==> config.mk <==
export PLATFORM = sky130hd
export DESIGN_NAME = cond_eval_unit
export DESIGN_NICKNAME = d
export VERILOG_FILES = /design/src/rtl/cond_eval_unit.sv
export SDC_FILE = /design/constraint.sdc
export NUM_CORES = 1
export LEC_CHECK = 0
export CAP_MARGIN = 15
export CORE_UTILIZATION = 23
export DETAILED_ROUTE_END_ITERATION = 6
export PLACE_DENSITY = 0.42
export RECOVER_POWER = 100
export SETUP_SLACK_MARGIN = 0.3
export SLEW_MARGIN = 20
export SYNTH_ARGS = -nofsm -noshare
export SYNTH_HDL_FRONTEND = slang
export SYNTH_SLANG_ARGS = --single-unit
==> constraint.sdc <==
create_clock -name i_clk -period 3 [get_ports i_clk]
set_clock_uncertainty 0.15 [all_clocks]
set_input_delay 0.6 -clock i_clk [delete_from_list [all_inputs] [get_ports i_clk]]
set_output_delay 0.6 -clock i_clk [all_outputs]
set_load 0.1 [all_outputs]
==> src/rtl/cond_eval_unit.sv <==
// Registered Bicc/Ticc condition evaluator with banked integer condition codes,
// a held software-trap request with ack handshake, and a saturating taken-branch counter.
module cond_eval_unit #(
  parameter  int NCC   = 2,
  parameter  int TT_W  = 8,
  parameter  int CNT_W = 16,
  localparam int SELW  = (NCC > 1) ? $clog2(NCC) : 1
) (
  input  logic             i_clk,
  input  logic             i_reset,
  input  logic             i_cc_we,
  input  logic [SELW-1:0]  i_cc_wsel,
  input  logic [3:0]       i_cc_in,
  input  logic             i_ir_valid,
  input  logic [31:0]      i_ir,
  input  logic [SELW-1:0]  i_cc_rsel,
  input  logic [6:0]       i_swtn,
  input  logic             i_flush,
  input  logic             i_trap_ack,
  output logic             o_res_valid,
  output logic             o_bcond,
  output logic             o_tcond,
  output logic             o_annul,
  output logic             o_trap_req,
  output logic [TT_W-1:0]  o_trap_tt,
  output logic             o_stall,
  output logic [CNT_W-1:0] o_taken_cnt
);

  typedef enum logic {IDLE, REQ} state_t;

  localparam logic [SELW:0] NCC_L = (SELW+1)'(NCC);

  state_t           r_state;
  state_t           w_next;
  logic [3:0]       r_cc [NCC];
  logic             r_res_valid, r_bcond, r_tcond, r_annul;
  logic [TT_W-1:0]  r_trap_tt;
  logic [CNT_W-1:0] r_taken_cnt;

  logic             w_wr_ok;
  logic [SELW-1:0]  w_rsel;
  logic [3:0]       w_cc;
  logic             w_n, w_z, w_v, w_c;
  logic             w_is_bicc, w_is_ticc, w_a;
  logic [3:0]       w_cond;
  logic             w_base, w_taken;
  logic             w_stall, w_accept, w_b_taken, w_t_taken;
  logic             w_unused_ir;

  assign w_wr_ok = i_cc_we && ({1'b0, i_cc_wsel} < NCC_L);
  assign w_rsel  = ({1'b0, i_cc_rsel} < NCC_L) ? i_cc_rsel : '0;
  // A bank being written this cycle is seen by the evaluation of the same cycle.
  assign w_cc    = (w_wr_ok && (i_cc_wsel == w_rsel)) ? i_cc_in : r_cc[w_rsel];
  assign {w_n, w_z, w_v, w_c} = w_cc;

  assign w_is_bicc   = (i_ir[31:30] == 2'b00) && (i_ir[24:22] == 3'b010);
  assign w_is_ticc   = (i_ir[31:30] == 2'b10) && (i_ir[24:19] == 6'b111010);
  assign w_cond      = i_ir[28:25];
  assign w_a         = i_ir[29];
  assign w_unused_ir = ^i_ir[18:0];

  always_comb begin
    w_base = 1'b0;
    case (w_cond[2:0])
      3'b000:  w_base = 1'b0;
      3'b001:  w_base = w_z;
      3'b010:  w_base = w_z | (w_n ^ w_v);
      3'b011:  w_base = w_n ^ w_v;
      3'b100:  w_base = w_c | w_z;
      3'b101:  w_base = w_c;
      3'b110:  w_base = w_n;
      default: w_base = w_v;
    endcase
  end

  assign w_taken   = w_base ^ w_cond[3];
  assign w_stall   = (r_state == REQ);
  assign w_accept  = i_ir_valid && !w_stall && !i_flush;
  assign w_b_taken = w_accept && w_is_bicc && w_taken;
  assign w_t_taken = w_accept && w_is_ticc && w_taken;

  always_ff @(posedge i_clk) begin
    if (i_reset) begin
      for (int i = 0; i < NCC; i++) r_cc[i] <= 4'b0000;
    end else if (w_wr_ok) begin
      r_cc[i_cc_wsel] <= i_cc_in;
    end
  end

  always_ff @(posedge i_clk) begin
    if (i_reset) r_state <= IDLE;
    else         r_state <= w_next;
  end

  always_comb begin
    w_next = r_state;
    case (r_state)
      IDLE:    if (w_t_taken)  w_next = REQ;
      REQ:     if (i_trap_ack) w_next = IDLE;
      default: w_next = IDLE;
    endcase
  end

  // Result flags are single-cycle pulses; anything not accepted leaves them low.
  always_ff @(posedge i_clk) begin
    if (i_reset) begin
      r_res_valid <= 1'b0;
      r_bcond     <= 1'b0;
      r_tcond     <= 1'b0;
      r_annul     <= 1'b0;
      r_trap_tt   <= '0;
      r_taken_cnt <= '0;
    end else begin
      r_res_valid <= w_accept && (w_is_bicc || w_is_ticc);
      r_bcond     <= w_b_taken;
      r_tcond     <= w_t_taken;
      r_annul     <= w_accept && w_is_bicc && w_a && (!w_taken || (w_cond == 4'b1000));
      if (w_t_taken)
        r_trap_tt <= TT_W'({1'b1, i_swtn});
      if (w_b_taken && (r_taken_cnt != '1))
        r_taken_cnt <= r_taken_cnt + CNT_W'(1);
    end
  end

  assign o_res_valid = r_res_valid;
  assign o_bcond     = r_bcond;
  assign o_tcond     = r_tcond;
  assign o_annul     = r_annul;
  assign o_trap_req  = w_stall;
  assign o_stall     = w_stall;
  assign o_trap_tt   = r_trap_tt;
  assign o_taken_cnt = r_taken_cnt;

endmodule

==> impl_metrics.json <==
{
  "area_delta_synth_final_pct": 42.30,
  "synthArstFlopShare_pct": 0,
  "tightest_slew_ns": 1.205,
  "synth.top_cell.area_share_pct": 25.16,
  "place_area_um2": 3151,
  "synth_area_um2": 2307,
  "path_max_fanout": 8,
  "critPathCaptureType": "register",
  "grt_pass1_wl_mm": 10.10,
  "drt_drc_violations_left": 0,
  "num_vias": 2083,
  "grt_max_degree": 31,
  "holdWs_ns": 0.2958,
  "drv_slew": 0,
  "synth_edf_count": 8,
  "cp.required_ns": 3.03,
  "ys_seq_area_share_pct": 35.57,
  "synthFlopType": "dfxtp_1",
  "yosys_warnings": 0,
  "fillers": 1064,
  "cts_tree": "yes",
  "final_util_pct": 33.74,
  "diodes": 0,
  "cts_buffer_depth": 2,
  "setup_tns_ns": 0,
  "dp_hpwl_mm": 4.693,
  "h-tree-depth": 2,
  "core_area_um2": 9729,
  "period_needed_ns": 2.739,
  "multi_input_area_um2": 1495,
  "synth_top_cells_by_area": "dfxtp_1 (25%), edfxtp_1 (10%), mux2i_1 (6.9%)",
  "synth_nets": 297,
  "clkSinkCount": 37,
  "drt_iter0_markers": 48,
  "rows": 36,
  "top_layer": "met4",
  "final_common_cell": "clkbuf_1",
  "finalWirelength_mm": 6.285,
  "numCtsBuffers": 5,
  "root_buffer": "clkbuf_8",
  "grt-ovfl-total": 0,
  "syn_area_per_cell_um2": 9.417,
  "die_w_um": 102.2,
  "status": "finished, final reports clean",
  "critical_path_class": "in2reg",
  "wl_met1_mm": 3.040,
  "setup_violations": 0,
  "cap_viol_max_count": 0,
  "critPathArrivalTime_ns": 2.77,
  "dr.pass1.iters": 4,
  "leakage_nw": 1.224,
  "cp-start-kind": "input port",
  "fmax_mhz": 365.1,
  "clk_latency_ns": 0.29,
  "place.gp.congestion": 0.7879,
  "num_io_pins": 81,
  "final_nets": 383,
  "slew_headroom_pct": 20.00,
  "synthDistinctLibCells": 55,
  "seq_area_um2": 837.1,
  "dieHeight_um": 102.2,
  "ant_nets": 0,
  "rsz0062_at_grt": "yes",
  "hold_violations": 0,
  "route.met2.wl_mm": 2.901,
  "final_cell_mix": "clkbuf_1 (33), clkdlybuf4s50_1 (26), nor2_1 (25)",
  "design.die.area_um2": 10440,
  "period_share_pct": 91.29,
  "start_util_pct": 23.71,
  "grt_pass1_vias": 2018,
  "drive_gt1_share_pct": 26.20,
  "clk_pin_slew_worst_paths_ns": 0.08,
  "vdd_drop_max_v": 0.0001205,
  "antenna_found_initial": 0,
  "synth_largest_area_cell": "dfxtp_1",
  "cts_hold_buf": 0,
  "ys_ff_latch": 37,
  "grt_usage_pct": 12.61,
  "final_cell_area_um2": 3283,
  "io_buffers": 61,
  "wl_met3_um": 233,
  "netlist_instances": 245,
  "powerDensity_nw_per_um2": 342.4,
  "hp-class": "reg2reg",
  "post_drt_wl_per_cell_um": 13.52,
  "via_per_inst": 4.480
}
[power breakdown]
group | internal (mW) | leakage (nW) | switching, mW
clock | 0.161 | 0.0450 | 0.190
sequential | 0.517 | 0.322 | 0.00497
combinational | 0.131 | 0.858 | 0.120
total | 0.809 | 1.22 | 0.315
[flip-flops by register name, summed over array words and instances (netlist names)]
register / count
o_bcond: 1
o_taken_cnt: 16
o_annul: 1
o_tcond: 1
o_stall: 1
r_cc: 8
o_res_valid: 1
o_trap_tt: 8
[metrics by stage]
| stage | setup slack (ns) | total power [mW] | cells |
|---|---|---|---|
| final | 0.2614 | 1.124 | 465 |
| after global routing | 0.1606 | 1.181 | 465 |
| after CTS | 0.2844 | 1.163 | 464 |
| after detailed placement | -0.4200 | 0.7504 | 451 |
| after global placement | -0.4179 | 0.7500 | 451 |
| after floorplan | 0.3082 | 0.6599 | 245 |
[cell families (layout without fill, tap and decap cells)]
kind of cell,Yosys count,count (layout),share of synthesized area (%)
compound gates,35,36,13.67
buf+inv,19,105,4.121
mux,32,32,15.56
simple gates,119,119,29.45
flops,37,37,35.57
fa+ha+maj,1,1,0.5422
xor+xnor,2,2,1.085
[repair_timing]
item,CTS,global route
gates cloned,1,0
gates resized for setup,33,17
pin swaps,13,13
buffers inserted,4,1
endpoints found under the setup margin,27,24
[cells in the mapped netlist, types with 2 or more instances]
master,count
buf_6,2
inv_1,8
o211ai_1,6
nand2_1,13
nor2b_1,15
nand2b_1,18
nand3b_1,3
o21ai_4,2
and3_1,2
a31oi_1,2
nor4b_1,2
o221ai_1,2
nand3_1,6
and2_1,10
nand4_1,4
nor2_1,28
mux2i_1,16
buf_4,2
nor3_1,9
o21ai_2,2
mux2_1,7
edfxtp_1,8
a21o_1,4
a211o_1,2
o21a_4,2
dfxtp_1,29
clkbuf_1,5
mux2_4,2
mux2_2,6
a21oi_1,3
[critical path, stage by stage]
cell and delay [ns]:
buf_6 0.10, buf_12 0.13, xnor2_4 0.13, and2_4 0.18, a21o_4 0.23, xor2_1 0.19, o21a_4 0.26, nor3_1 0.31
buf_12 0.18, o211a_1 0.16, mux2_1 0.31
[layout make-up]
cell class | instances | share of cell area (%)
repair buffers | 89 | 20.46
multi-input cells | 190 | 45.54
clock inverters | 2 | 0.3049
well taps | 133 | 5.069
flip-flops and latches | 37 | 25.50
inverters | 8 | 0.9146
clock buffers | 6 | 2.210
[worst paths after layout]
path           startpoint        endpoint  slack, ns  depth (start not counted)
max reg2reg    r_cc[0][3]  o_taken_cnt[5]       0.42                          9
min reg2reg  o_trap_tt[7]    o_trap_tt[7]       0.30                          2
min          o_trap_tt[7]    o_trap_tt[7]       0.30                          2
max             i_cc_rsel  o_taken_cnt[5]       0.26                         11
[per-layer routing]
layer	up-vias	track usage, %
met1	997	17.36
li1	1039	-
met4	0	4.615
met5	-	0
met3	8	2.462
met2	39	19.51
(Power assumes the default switching activity.)
